## config.mk

```make
export PLATFORM = sky130hd
export DESIGN_NAME = encoder_4to2
export DESIGN_NICKNAME = d
export VERILOG_FILES = /design/src/rtl/encoder_4to2.sv
export SDC_FILE = /design/constraint.sdc
export NUM_CORES = 1
export LEC_CHECK = 0
export BUFFER_PORTS_ARGS = -buffer_cell sky130_fd_sc_hd__buf_2
export CAP_MARGIN = 10
export CELL_PAD_IN_SITES_DETAIL_PLACEMENT = 2
export CELL_PAD_IN_SITES_GLOBAL_PLACEMENT = 2
export CORE_AREA = 10 10 47 49
export DETAILED_ROUTE_END_ITERATION = 16
export DIE_AREA = 0 0 57 59
export GPL_TIMING_DRIVEN = 1
export PLACE_DENSITY_LB_ADDON = 0.1
export SLEW_MARGIN = 20
export SYNTH_ARGS = -nofsm -noshare
export SYNTH_HDL_FRONTEND = slang
export SYNTH_SLANG_ARGS = --single-unit
```

## constraint.sdc

```tcl
create_clock -name clk -period 1.49 [get_ports clk]
set_input_delay 0.0745 -clock clk [delete_from_list [all_inputs] [get_ports clk]]
set_output_delay 0.0745 -clock clk [all_outputs]
set_load 0.1 [all_outputs]
```

## src/rtl/encoder_4to2.sv

```systemverilog
// Registered 4-to-2 priority encoder (highest set bit wins) with valid and multi-hot flags.
// Define ENC_STICKY_ERR_EN to add a sticky multi-hot error flag (err_clr / err_sticky).
module encoder_4to2 (
  input  logic       clk,
  input  logic       rst_n,
  input  logic       en,
  input  logic [3:0] in,
`ifdef ENC_STICKY_ERR_EN
  input  logic       err_clr,
  output logic       err_sticky,
`endif
  output logic [1:0] out,
  output logic       vld,
  output logic       multi
);

  logic [1:0] w_out;
  logic       w_vld;
  logic       w_multi;

  logic [1:0] r_out;
  logic       r_vld;
  logic       r_multi;

  always_comb begin
    w_out = 2'b00;
    if (in[3])      w_out = 2'b11;
    else if (in[2]) w_out = 2'b10;
    else if (in[1]) w_out = 2'b01;
    else            w_out = 2'b00;
  end

  assign w_vld   = |in;
  // Clearing the lowest set bit leaves something only if two or more bits were set.
  assign w_multi = |(in & (in - 4'd1));

  always_ff @(posedge clk or negedge rst_n) begin
    if (!rst_n) begin
      r_out   <= 2'b00;
      r_vld   <= 1'b0;
      r_multi <= 1'b0;
    end else if (en) begin
      r_out   <= w_out;
      r_vld   <= w_vld;
      r_multi <= w_multi;
    end
  end

  assign out   = r_out;
  assign vld   = r_vld;
  assign multi = r_multi;

`ifdef ENC_STICKY_ERR_EN
  logic r_err_sticky;

  // A multi-hot capture on the same edge as err_clr keeps the flag set.
  always_ff @(posedge clk or negedge rst_n) begin
    if (!rst_n) begin
      r_err_sticky <= 1'b0;
    end else if (en && w_multi) begin
      r_err_sticky <= 1'b1;
    end else if (err_clr) begin
      r_err_sticky <= 1'b0;
    end
  end

  assign err_sticky = r_err_sticky;
`endif

endmodule

```

After elaboration in Yosys (flattened, before gate mapping)
Cells that the tools add are included.

storage, ports and cells
  input port bits = 7
  register bits = 4
  memory bits (read-only) = 0
  bits in writable memories = 0
  memories = 0
  output and inout bits = 4
  logic and storage cells = 10
  bits in latches = 0

operators by class
  reduce and logical (&&, ||, !) cells = 2
  multiply operators = 0
  equal/unequal tests = 0
  magnitude comparators = 0
  shift-type cells = 0
  add/sub/neg operators = 1
  bitwise gates (word level) = 1
  div/mod/pow operators = 0
  muxes and demuxes = 3

operators by type and width
  cell                   count
  $reduce_or A4 Y1       2
  $and A4 B4 Y4          1
  $mux W2                2
  $sub A4 B1 Y4 const B  1
  $mux W1                1

Logic depth before layout (Yosys ltp)
  depth after elaboration = 3
  depth in mapped cells = 3
  mapped depth without buffers = 2

Worst setup path before layout
OpenSTA, ideal clock, no wires.

  path kind = reg-to-reg
  from = reg out[0] (netlist name)
  to = reg r_out[0], in the netlist out[0]
  data required time = 1408 ps
  library setup time = 82 ps
  data arrival time = 1116 ps
  cell stages (with the launch flop) = 3
  path slack = 292 ps
  period minus slack after synthesis = 1198 ps
  buffers on the path = 0
  path through = dfrtp_1 -> nor2_1 -> a31oi_1

RTL lines
  element               RTL line  text
  end signal, assigned  43        r_out <= w_out;
  end, declared         21        logic [1:0] r_out;

Worst setup path in the final report
  from = reg r_vld, in the netlist vld
  to = out vld

RTL lines
  element                 RTL line  text
  start, declared         22        logic r_vld;
  start signal, assigned  44        r_vld <= w_vld;
  end, declared           13        output logic vld,

No word-level cell between the ends.

==> flow_summary_export.csv <==
group,metric,value,unit
outcome,status,"finished, final reports clean",
floorplanning,die_w,57,µm
logic_synthesis,synthMuxAreaShare,0,%
worst_setup_path,critPathBufInv,1,
pwr,irDropWorstVdd,0.0002134,V
worst_setup_path,crit_slowest_cell,"buf_2",
cells_and_area,final_area,282.8,µm²
pwr,power_density,1298,mW/mm²
worst_setup_path,cp_max_fo,2,
place,placedInstanceArea,250.2,µm²
worst_setup_path,crit_path_end_kind,"output port",
clock_tree,cts_root_buf,"clkbuf_4",
worst_setup_path,worst-setup-path-type,"register to output port",
worst_setup_path,rr_worst_depth,2,
logic_synthesis,synthAdderAreaFrac,0,%
place,gp_congestion,0.6982,
place,dp_cells,45,
logic_synthesis,syn_area_per_cell,9.259,µm²
cells_and_area,area_growth,52.70,%
timing,fin_crit_sh,72.06,%
clock_tree,clk_pin_slew,0.04,ns
clock_tree,cts_tree,"built",
timing,finalWorstSetupSlack,0.4163,ns
detailed_routing,drc,0,
timing,max_freq,931.4,MHz
clock_tree,ctsHoldBuffers,1,
global_routing,grt.overflow.total,0,
place,dpl.hpwl,504,µm
job,drv_cap,0,
detailed_routing,vias_per_cell,4.163,
cells_and_area,nFillCells,173,
worst_setup_path,start_kind,"register",
logic_synthesis,synthXorXnorAreaFrac,0,%
place,pre_cts_ws,0.6530,ns
timing,skew,0,ns
floorplanning,initial_core_util,13.21,%
floorplanning,die_area,0.003363,mm²
clock_tree,clkLatencyLatePin,0.23,ns
cells_and_area,final_cell_mix,"10 x buf_2, 4 x nor2_1, 4 x dfrtp_1",
global_routing,grt_pass1_wl,1.014,mm
floorplanning,rows,14,
timing,finalHoldViolCount,0,
clock_tree,clockBufferDepth,2,
clock_tree,htreeDepth,1,
worst_setup_path,cp_slowest_stage_delay,0.43,ns
detailed_routing,vias,204,
cells_and_area,antennaDiodeCount,0,
worst_setup_path,path_cells,"buf_2",
detailed_routing,routedWlPerCell,12.39,µm
global_routing,antenna_found_initial,0,
timing,setup_viol,0,
logic_synthesis,yosys.area_share.simple,17.57,%
logic_synthesis,yosys_warnings,0,
global_routing,grt_pass1_vias,249,
logic_synthesis,syn_area,185.2,µm²
logic_synthesis,syn-num-nets,27,
timing,report.final.slew_viol_count,0,
worst_setup_path,cp.depth,1,
clock_tree,cts-resized-gates,0,
detailed_routing,routed_wl,607,µm
cells_and_area,final_cells,49,
floorplanning,coreArea,0.001401,mm²
worst_setup_path,worstPathRequired,1.42,ns
logic_synthesis,yosys_register_bits,4,
timing,worst_slew_pin_slew,0.4877,ns
clock_tree,cts_buffers,3,
global_routing,grt_usage,3.988,%
cells_and_area,final_nets,42,
logic_synthesis,post_synth_num_cell_types,12,
detailed_routing,firstDrtPassIters,2,
logic_synthesis,synth_top_family_by_area,"compound AO/OA/AOI/OAI gates",
timing,grt_setup_unrepaired,"false",
clock_tree,cts_setup_buffers,0,
logic_synthesis,synth_cells,20,
place,io_buffers,10,
global_routing,grt_max_degree,9,
timing,holdWs,0.1220,ns
detailed_routing,detail-route-antenna-nets,0,
timing,fin_tns_setup,0,ns
timing,max_slew_margin,67.71,%
worst_setup_path,arrival,1.00,ns
detailed_routing,drt_iter0_markers,3,
clock_tree,cts_sinks,4,
floorplanning,fp.dieH,59,µm
cells_and_area,final_layout_size_suffix_gt1_share,39.39,%
cells_and_area,final_common_cell,"buf_2",
timing,min_period,1.074,ns
worst_setup_path,critPathTopFamily,"buffers and inverters",
pwr,power_leakage,0.0001252,µW
hold_path,whs_path_depth,2,
logic_synthesis,synth_compound_area_share,21.62,%
floorplanning,ios,11,
logic_synthesis,synth_seq_area_share,54.05,%
hold_path,hold_path.class,"input port to register",
## path summary, 6_finish.rpt
path | from | to | slack, ns
hold / removal | en | vld | 0.12
max in group asynchronous | rst_n | out[0] | 1.18
min in group asynchronous | rst_n | multi | 0.18
hold reg to reg | multi | multi | 0.52
setup reg to reg | out[1] | out[1] | 0.86
setup / recovery | vld | vld | 0.42
## synth_stat cells
cell type / number / area share (%)
a31oi_1: 1 / 3.4
nand2b_1: 1 / 3.4
a21oi_1: 2 / 5.4
buf_2: 1 / 2.7
nor4_1: 1 / 3.4
o31ai_1: 1 / 4.1
nor2_1: 4 / 8.1
o32ai_1: 1 / 4.7
dfrtp_1: 4 / 54
a211oi_1: 1 / 4.1
inv_1: 2 / 4.1
nor3_1: 1 / 2.7
## registers in the layout (all words and copies together), names as in the netlist
name,count
out,2
multi,1
vld,1
## metal layers
layer / vias up / global-route usage (%) / routed length [µm]
met5: - / 0 / 0
met4: 0 / 1.007 / 0
met3: 0 / 4.292 / 76
met2: 8 / 5.891 / 274
met1: 98 / 3.713 / 256
li1: 98 / - / -
## stage by stage
stage          total power, µW  util (%)
2_1_floorplan            205.1         -
3_3_place_gp             233.0     17.86
3_5_place_dp             234.0     17.86
4_1_cts                  375.7     20.18
5_1_grt                  385.7     20.18
6_report                 367.1     20.18
## power breakdown
part	leakage (µW)	internal (µW)	switching [µW]
Sequential	0.0000417	118	4.10
Clock	0.0000138	90.1	44.4
Combinational	0.0000697	21.0	89.4
## cells by family after synthesis
group                  Yosys count
AND/OR/NAND/NOR                  7
AO/OA/AOI/OAI                    6
flip-flops                       4
buffers and inverters            3
## cell type report
| class | count | area (µm²) | area share, % |
|---|---|---|---|
| Sequential cell | 4 | 100.1 | 35.40 |
| Timing Repair Buffer | 11 | 60.06 | 21.24 |
| Inverter | 2 | 7.507 | 2.655 |
| Tap cell | 16 | 20.02 | 7.080 |
| Clock buffer | 3 | 22.52 | 7.965 |
| Multi-Input combinational cell | 13 | 72.57 | 25.66 |
Power figures use the tool's default switching activity.
